$ cat src/rtl/io_defs.vh
// Shared register-map rules for the memory-mapped input and output control blocks.
// Channel registers sit at BASE + stride*i; the status word follows the last channel.
`ifndef IO_DEFS_VH
`define IO_DEFS_VH

`define IO_BASE_ADDR          32'h000000a0
`define IO_WORD_STRIDE        4
`define IO_STATUS_INDEX(nch)  (nch)

`endif

$ cat src/rtl/input_port_ctrl_pkg.sv
// Address helpers for the input port controller, built on the shared io_defs.vh map.
package input_port_ctrl_pkg;
`include "io_defs.vh"

  localparam int unsigned WORD_STRIDE       = `IO_WORD_STRIDE;
  localparam logic [31:0] DEFAULT_BASE_ADDR = `IO_BASE_ADDR;

  function automatic logic [31:0] reg_addr(input logic [31:0] base, input int unsigned idx);
    return base + 32'(WORD_STRIDE * idx);
  endfunction

  function automatic logic [31:0] status_addr(input logic [31:0] base, input int unsigned nch);
    return reg_addr(base, `IO_STATUS_INDEX(nch));
  endfunction
endpackage

$ cat src/rtl/input_debounce.sv
// One input channel: 2-flop synchronizer, run-length debounce counter and stable register.
// upd is high in the cycle before the edge on which stable takes the new value.
module input_debounce #(
  parameter int DATA_W       = 5,
  parameter int DEBOUNCE_CYC = 4
) (
  input  logic              clk,
  input  logic              rst_n,
  input  logic [DATA_W-1:0] raw,
  output logic [DATA_W-1:0] stable,
  output logic              upd
);
  localparam int CNT_W = (DEBOUNCE_CYC > 1) ? $clog2(DEBOUNCE_CYC) : 1;
  localparam logic [CNT_W-1:0] CNT_MAX = CNT_W'(DEBOUNCE_CYC - 1);

  logic [DATA_W-1:0] sync1_reg, sync2_reg, prev_reg, stable_reg;
  logic [CNT_W-1:0]  cnt_reg, cnt_next;

  // cnt_next counts further cycles the sample has held after its first one,
  // so reaching CNT_MAX means DEBOUNCE_CYC consecutive identical samples.
  always_comb begin
    cnt_next = '0;
    upd      = 1'b0;
    if (sync2_reg != prev_reg || sync2_reg == stable_reg) begin
      cnt_next = '0;
    end else if (cnt_reg == CNT_MAX) begin
      cnt_next = cnt_reg;
    end else begin
      cnt_next = cnt_reg + 1'b1;
    end
    upd = (sync2_reg != stable_reg) && (cnt_next == CNT_MAX);
  end

  always_ff @(posedge clk) begin
    if (!rst_n) begin
      sync1_reg  <= '0;
      sync2_reg  <= '0;
      prev_reg   <= '0;
      cnt_reg    <= '0;
      stable_reg <= '0;
    end else begin
      sync1_reg <= raw;
      sync2_reg <= sync1_reg;
      prev_reg  <= sync2_reg;
      cnt_reg   <= cnt_next;
      if (upd) stable_reg <= sync2_reg;
    end
  end

  assign stable = stable_reg;
endmodule

$ cat src/rtl/input_port_ctrl.sv
// Memory-mapped debounced input port with sticky change flags and clear-on-read status.
// Define INPUT_IRQ_EN to get a registered irq = OR of the change flags; otherwise irq is 0.
module input_port_ctrl
  import input_port_ctrl_pkg::*;
#(
  parameter int          NUM_CH       = 2,
  parameter int          DATA_W       = 5,
  parameter logic [31:0] BASE_ADDR    = DEFAULT_BASE_ADDR,
  parameter int          DEBOUNCE_CYC = 4
) (
  input  logic                     clk,
  input  logic                     rst_n,
  input  logic [31:0]              addr,
  input  logic                     rd_en,
  input  logic [NUM_CH*DATA_W-1:0] in_raw,
  output logic [31:0]              data_out,
  output logic                     irq
);
  localparam logic [31:0] STATUS_ADDR = status_addr(BASE_ADDR, NUM_CH);

  logic [DATA_W-1:0] stable_arr [NUM_CH];
  logic [NUM_CH-1:0] upd_vec;
  logic [NUM_CH-1:0] flags_reg, flags_next;
  logic              status_rd;

  generate
    for (genvar gi = 0; gi < NUM_CH; gi++) begin : g_ch
      input_debounce #(
        .DATA_W      (DATA_W),
        .DEBOUNCE_CYC(DEBOUNCE_CYC)
      ) u_debounce (
        .clk   (clk),
        .rst_n (rst_n),
        .raw   (in_raw[gi*DATA_W +: DATA_W]),
        .stable(stable_arr[gi]),
        .upd   (upd_vec[gi])
      );
    end
  endgenerate

  // A new update on the same edge as a status-read clear keeps its flag.
  assign status_rd  = rd_en && (addr == STATUS_ADDR);
  assign flags_next = (status_rd ? '0 : flags_reg) | upd_vec;

  always_ff @(posedge clk) begin
    if (!rst_n) flags_reg <= '0;
    else        flags_reg <= flags_next;
  end

  always_comb begin
    data_out = '0;
    for (int i = 0; i < NUM_CH; i++) begin
      if (addr == reg_addr(BASE_ADDR, i)) data_out[DATA_W-1:0] = stable_arr[i];
    end
    if (addr == STATUS_ADDR) data_out[NUM_CH-1:0] = flags_reg;
  end

`ifdef INPUT_IRQ_EN
  logic irq_reg;
  always_ff @(posedge clk) begin
    if (!rst_n) irq_reg <= 1'b0;
    else        irq_reg <= |flags_reg;
  end
  assign irq = irq_reg;
`else
  assign irq = 1'b0;
`endif
endmodule

$ cat config.mk
export PLATFORM = sky130hd
export DESIGN_NAME = input_port_ctrl
export DESIGN_NICKNAME = d
export VERILOG_FILES = /design/src/rtl/input_port_ctrl_pkg.sv /design/src/rtl/input_debounce.sv /design/src/rtl/input_port_ctrl.sv
export VERILOG_INCLUDE_DIRS = /design/src /design/src/rtl
export SDC_FILE = /design/constraint.sdc
export NUM_CORES = 1
export LEC_CHECK = 0
export CORE_MARGIN = 3
export CORE_UTILIZATION = 50
export DETAILED_ROUTE_END_ITERATION = 8
export DONT_BUFFER_PORTS = 1
export PLACE_DENSITY_LB_ADDON = 0.15
export SYNTH_ARGS = -nofsm -noshare
export SYNTH_HDL_FRONTEND = slang
export SYNTH_HIERARCHICAL = 1
export SYNTH_SLANG_ARGS = --single-unit
$ cat constraint.sdc
create_clock -name clk -period 2.2 [get_ports clk]
set_clock_uncertainty 0.15 [all_clocks]
set_input_delay 0.44 -clock clk [delete_from_list [all_inputs] [get_ports clk]]
set_output_delay 0.44 -clock clk [all_outputs]
set_load 0.05 [all_outputs]
# [Yosys cells after proc, flatten, opt, wreduce, memory -nomap -nowiden]
# Cells that the tools add are included.
# Widths: inputs -> output; s select.
[totals] n_memories=0 latch_bits=0 reg_bits=46 mem_bits_ro=0 ramBits=0
[op_classes] reduce_logical=5 n_mux=8 n_addsub=2 n_div=0 eq_ne=13 n_lt_le_gt_ge=0 n_shift=0 n_mul=0 bitwise_logic=1
[op_table] operator="$eq 32x8->1 const B" count=3
[op_table] operator="$ne 5x5->1" count=4
[op_table] operator="$mux 2" count=6
[op_table] operator="$eq 5x5->1" count=2
[op_table] operator="$mux 5" count=2
[op_table] operator="$eq 2x2->1 const B" count=4
[op_table] operator="$add 2x1->2 const B" count=2
[op_table] operator="$logic_and 1x1->1" count=3
[op_table] operator="$logic_or 1x1->1" count=2
[op_table] operator="$or 2x2->2" count=1

# [Logic depth before layout (Yosys ltp)]
# Gate-level depths: netlist of the first run.
[logic_depth] depth_word=6 depth_mapped=5 mapped_depth_nobuf=5

# [Cells and area by module]
# Netlist of the first run, hierarchy kept.
[modules_own_cells] module="input_debounce" seq_area_each_um2=440.4 area_each_um2=782.0 n_inst=2 cells_each=74
[modules_own_cells] module="input_port_ctrl" seq_area_each_um2=40.0 area_each_um2=514.2 n_inst=1 cells_each=60

# [Worst setup path after synthesis of the first run]
# Ideal clock, no wire load.
[synth_timing] kind="in2out" startpoint="input addr[1]" endpoint="output data_out[2]" t_arrival_ns=2.488 path_stages=3 required_time_ns=1.610 slack_ns=-0.878 cell_sequence="nor4b_2 -> nand4_2 -> nor4_1"
[synth_between] elab_chain_len=3
[synth_lines] element="start, declared" line_no="input_port_ctrl.sv:13" text="input logic [31:0] addr,"
[synth_lines] element="$eq 32x8->1" line_no="input_port_ctrl.sv:53" text="if (addr == reg_addr(BASE_ADDR, i)) data_out[DATA_W-1:0] = stable_arr[i];"
[synth_lines] element="$mux 5" line_no="input_port_ctrl.sv:53"
[synth_lines] element="$mux 5 (*)" line_no="input_port_ctrl.sv:53"
[synth_lines] element="end, declared" line_no="input_port_ctrl.sv:16" text="output logic [31:0] data_out,"
# Every way passes the cells marked *; elsewhere a longest branch is shown, timed or not.

# [Worst setup path in the final report of the first run]
[layout_timing] startpoint="input addr[10]" endpoint="output data_out[3]"
# The elaborated chain is that of the path after synthesis.

==> results.toml, run 1 <==
[clock_tree]
clk_path_buf_depth = 2
cts_sinks = 46
clock-root-buffer = "clkbuf_8"
cts_buffers = 5
clock_latency_ps = 290
htree_levels = 2
cts_tree = "built"
cts.clk_slew.worst_paths_ps = 80

[synth]
ys_seq_elements = 46
synth_area_mm2 = 0.00208
synth_xor_area_frac = 0.0843
yosysMostFrequentCell = "dfxtp_1"
muxShareOfSynthArea = 0.0722
synthAdderAreaFrac = 0
synthTopCellsByArea = "dfxtp_1 44%, buf_4 10%, mux2i_1 7.2%"
synth_cell_types = 30
ys_seq_area_frac = 0.443
synth_top_family_by_area = "simple AND/OR/NAND/NOR gates"
synth_warnings = 6
avgSynthCellArea_um2 = 9.99
yosys.area.top_type = "dfxtp_1"
synth_compound_area_frac = 0.0626
ys.flop_type = "dfxtp_1"
syn_inst = 208
synthArstFlopShare = 0
synth-simple-area-share = 0.207
synth_edf_count = 0
synth_top_area_frac = 0.443
synth_commonest_cells = "46 x dfxtp_1, 28 x buf_4, 23 x nand2_1"

[setup_path]
r2r_cells = 4
max_stage_delay_ps = 300
worst-path-buf-inv = 2
crit_fanout = 7
r2r-end = "flags_reg[1]"
r2r-start = "g_ch[1].u_debounce/stable[0]"
rrSetupSlack_ps = 370
cpMostUsedCell = "buf_12"
arrival_ps = 1550
crit_family = "simple AND/OR/NAND/NOR gates"
slowest_stage = "nor4_4"
endpoint_kind = "output pin"
worst_setup_path_start_kind = "primary input"
cp_cell_sequence = "nor4_2 -> nand4_2 -> buf_12 -> nor4_4 -> buf_12"
crit_required_ps = 1610
critPathKind = "primary input to output pin"

[layout]
syn_to_final_growth_pct = 10.6
seqCellArea_um2 = 921
final_cells = 267
nets = 263
diodes = 0
drive_gt1_frac = 0.151
final_util = 0.601
multi_input_area_mm2 = 0.00108
nFillCells = 325

[timing]
setup_viol = 0
finalHoldViolations = 0
timing.fmax_ghz = 0.466
rsz0062_at_grt = "true"
min_period_ps = 2140
slew_viol_final = 0
finalCritPeriodShare = 0.975
hold-worst-slack_ps = 118
tns_ps = 0
maxSlewHeadroom = 0.664
worst_pin_slew_ps = 503

[die]
die_x_um = 70.5
start_util = 0.543
die_h_um = 70.5
coreArea_mm2 = 0.00383
dieArea_mm2 = 0.00497
num_rows = 22
io_pins = 78

[power]
combPwrFrac = 0.114
p_switching_mw = 0.403
p_total_mw = 1.55
clkPwrFrac = 0.325
p_seq_frac = 0.561
p_leak_nw = 1.04
peakVddDrop_uv = 437
powerDensity_mw_per_mm2 = 676
switching_share = 0.259
p_int_mw = 1.15

[global_routing]
grt_max_degree = 47
grt_pass1_wl_mm = 5.59
track_usage = 0.144
grt_pass1_vias = 1206
antenna_found_initial = 0
grt_overflow = 0

[hold_path]
hp-class = "primary input to register"
hold_start = "rst_n"
min_to = "g_ch[1].u_debounce/prev_reg[2]"
hold_path_depth = 2

[placement]
routabilityCongestion = 0.817
numPortBuffers = 0
dp_cells = 257
hpwl_mm = 2.67

[detailed_routing]
drt-pass1-iter-count = 4
ant_nets = 0
vias = 1301
drt-initial-drc-count = 48
drc_errors = 0
wl_per_cell_um = 13.1
vias_per_cell = 4.87
wirelength_mm = 3.51

[flow_run]
max-cap-violations = 0

[run_status]
status = "finished clean"
==> per-layer routing <==
metal	vias to the layer above	global-route usage	routed length, um
met5	-	0	0
met4	0	0.0766	66
met3	6	0.0432	366
met2	71	0.235	1640
met1	572	0.169	1430
li1	652	-	-
==> how the worst max path moves through the flow <==
stage / start / cells after the start / endpoint / slack [ps]
4_1_cts: addr[10] / 5 / data_out[4] / 30
6_report: addr[10] / 5 / data_out[3] / 60
5_1_grt: addr[9] / 5 / data_out[3] / -30
3_5_place_dp: addr[10] / 5 / data_out[3] / 20
2_1_floorplan: addr[29] / 3 / data_out[0] / -270
3_3_place_gp: addr[10] / 5 / data_out[3] / 30
==> power groups by stage <==
stage | combinational (mW) | clock (mW) | sequential (mW)
5_1_grt | 0.189 | 0.564 | 0.874
3_5_place_dp | 0.177 | 0 | 0.891
6_report | 0.177 | 0.505 | 0.871
2_1_floorplan | 0.217 | 0 | 0.888
3_3_place_gp | 0.175 | 0 | 0.890
4_1_cts | 0.177 | 0.526 | 0.871
==> metrics by stage <==
| stage | setup slack [ps] | instance area, um^2 |
|---|---|---|
| 6_report | 55.3 | 2300 |
| 2_1_floorplan | -268 | 2270 |
| 5_1_grt | -28.4 | 2300 |
| 4_1_cts | 25.6 | 2270 |
| 3_3_place_gp | 34.6 | 2180 |
| 3_5_place_dp | 15.5 | 2180 |
==> timing repair <==
item	in CTS	in global routing
endpoints found under the setup margin	1	2
pin swaps	1	4
setup buffers	0	2
hold buffers	0	0
resized for setup	0	3
==> cells in the final DEF, fill, tap and decap left out <==
master     netlist  routed
a2bb2oi_1        2       2
and2_1          20      20
nand2_1         23      23
conb_1           1      28
xnor2_1         10      10
clkbuf_8         0       6
o41a_1           2       2
nand4_2          1       1
nand3_2          2       2
mux2i_1         15      15
clkinv_2         0       1
nand4_1          1       1
a211oi_1         2       2
clkbuf_1         4       1
dfxtp_1         46      46
nor4b_4          1       1
buf_6            0       3
nor4_4           0       6
nor4b_2          1       1
nand3_1          2       2
xor2_1          10      10
a211oi_4         2       2
o21a_1           2       2
nor4_2           3       2
buf_12           0       2
nor3_2           0       2
nor2_1           3       3
inv_1           10      10
nor3_1           4       2
buf_4           28       4
nor2b_1          1       1
nand2b_1         2       2
and3_1           2       2
o211a_1          2       2
==> cells by family after synthesis <==
| kind of cell | count (synthesis) |
|---|---|
| compound gates | 12 |
| xor+xnor | 20 |
| buf+inv | 43 |
| flops | 46 |
| mux | 15 |
| other cells | 1 |
| simple gates | 71 |
==> area by class of cell <==
cell class / count / share of cell area
inverter: 10 / 0.0163
timing repair buffer: 9 / 0.0452
multi-input combinational: 146 / 0.472
clock inverter: 1 / 0.00218
sequential: 46 / 0.401
clock buffer: 7 / 0.0376
tap: 48 / 0.0261
==> worst reg2reg max path, cell delays in order (launching register included) <==
cell	delay, ps
dfxtp_1	340
xor2_1	170
nor3_1	410
a211oi_4	200
o41a_1	450
Power figures use the tool's default switching activity.
==> run 2: changes to the inputs <==
Settings changed: HOLD_SLACK_MARGIN set to 0.1.
==> results of run 2 <==
Same layout as run 1: the final DEF is identical, and so are final timing and power.
==> run 3: changes to the inputs <==
Settings changed: MAX_ROUTING_LAYER set to met4.
==> run 3 against run 2 <==
  * Global-route usage up 0.40 points
  * Cell count did not move
  * Critical path depth stayed put
  * Sequential power hardly changed
  * Wire length fell by 0.74%
==> results.toml, run 3 (synthesis gave the netlist of run 1 again) <==
[placement]
hpwl_mm = 2.67
place_ws_ps = 15.5
numPortBuffers = 0
place_area_mm2 = 0.00218
routabilityCongestion = 0.829

[power]
p_switching_mw = 0.401
p_seq_frac = 0.561
switching_share = 0.259
combPwrFrac = 0.114
powerDensity_mw_per_mm2 = 675
clkPwrFrac = 0.324
p_leak_nw = 1.04
peakVddDrop_uv = 437
p_int_mw = 1.15

[die]
dieArea_mm2 = 0.00497
die_x_um = 70.5
start_util = 0.543
num_rows = 22
io_pins = 78
coreArea_mm2 = 0.00383
die_h_um = 70.5

[clock_tree]
cts.clk_slew.worst_paths_ps = 80
cts_tree = "built"
htree_levels = 2
clock_latency_ps = 290
clk_path_buf_depth = 2
clock-root-buffer = "clkbuf_8"
cts_buffers = 5
cts_sinks = 46

[detailed_routing]
wl_per_cell_um = 13.0
vias_per_cell = 4.84
drt-pass1-iter-count = 4
wirelength_mm = 3.48
vias = 1291
drt-initial-drc-count = 47
ant_nets = 0
drc_errors = 0

[setup_path]
critPathKind = "primary input to output pin"
worst_setup_path_start_kind = "primary input"
arrival_ps = 1550
crit_fanout = 7
crit_required_ps = 1610
endpoint_kind = "output pin"

[flow_run]
max-cap-violations = 0

[layout]
syn_to_final_growth_pct = 10.6
diodes = 0
nFillCells = 325
drive_gt1_frac = 0.151
nets = 263
layout_common_cells = "46 x dfxtp_1, 28 x conb_1, 23 x nand2_1, 20 x and2_1, 15 x mux2i_1"
final_area_mm2 = 0.00230
multi_input_area_mm2 = 0.00108
seqCellArea_um2 = 921
layout_commonest_cell = "dfxtp_1"

[global_routing]
grt.busiest_layer = "met2"
grtUsageMet3 = 0.0432
antenna_found_initial = 0
grt_pass1_wl_mm = 5.58
grt_pass1_vias = 1207
grt_overflow = 0
met1_usage = 0.169
met2_usage = 0.234
grt_max_degree = 47
track_usage = 0.148

[timing]
rsz0062_at_grt = "true"
setup_viol = 0
finalHoldViolations = 0
min_period_ps = 2140
hold-worst-slack_ps = 120
timing.fmax_ghz = 0.466
fin_ws_ps = 56.2
finalCritPeriodShare = 0.974
slew_viol_final = 0

[hold_path]
hp-class = "primary input to register"

[run_status]
status = "finished clean"
[run 3: critical path, stage by stage]
cell and delay (ps):
nor4_2 290, nand4_2 160, buf_12 180, nor4_4 300, buf_12 180
[run 3: repair_timing]
| item | 4_1_cts | 5_1_grt |
|---|---|---|
| pin swaps | 1 | 4 |
| endpoints found under the setup margin | 1 | 2 |
| setup buffers | 0 | 2 |
| hold endpoints to repair | 0 | 0 |
| gates resized for setup | 0 | 3 |
| hold buffers | 0 | 0 |
[run 3: layout make-up]
type / count / area share
Inverter: 10 / 0.0163
Clock inverter: 1 / 0.00218
Multi-Input combinational cell: 146 / 0.472
Timing Repair Buffer: 9 / 0.0452
Clock buffer: 7 / 0.0376
Sequential cell: 46 / 0.401
Tap cell: 48 / 0.0261
[run 3: stage by stage]
| step | setup TNS [ps] | total power, mW | cells | util |
|---|---|---|---|---|
| finish | 0 | 1.55 | 267 | 0.601 |
| global route | -42.2 | 1.63 | 267 | 0.601 |
| floorplan | -1210 | 1.11 | 235 | - |
| CTS | 0 | 1.57 | 265 | 0.594 |
| detailed placement | 0 | 1.07 | 257 | 0.570 |
| global placement | 0 | 1.06 | 257 | 0.570 |
[run 3: path summary, 6_finish.rpt]
path / slack (ps) / from / end / cells after the start
max reg2reg: 370 / g_ch[1].u_debounce/stable[0] / flags_reg[1] / 4
min: 120 / rst_n / g_ch[1].u_debounce/prev_reg[2] / 2
min reg2reg: 290 / g_ch[0].u_debounce/sync1_reg[0] / g_ch[0].u_debounce/sync2_reg[0] / 1
max: 60 / addr[10] / data_out[3] / 5
[run 3: routing by layer]
metal  vias up  part of all wire
met2        71              0.47
met1       562              0.41
met5         -                 0
met3         6              0.11
met4         0             0.019
li1        652                 -
[run 3: power by group through the flow]
| stage | Sequential, mW | Combinational (mW) | Clock (mW) |
|---|---|---|---|
| final | 0.871 | 0.177 | 0.503 |
| after floorplan | 0.888 | 0.217 | 0 |
| after global placement | 0.890 | 0.175 | 0 |
| after detailed placement | 0.891 | 0.177 | 0 |
| after global routing | 0.874 | 0.189 | 0.564 |
| after CTS | 0.871 | 0.177 | 0.526 |
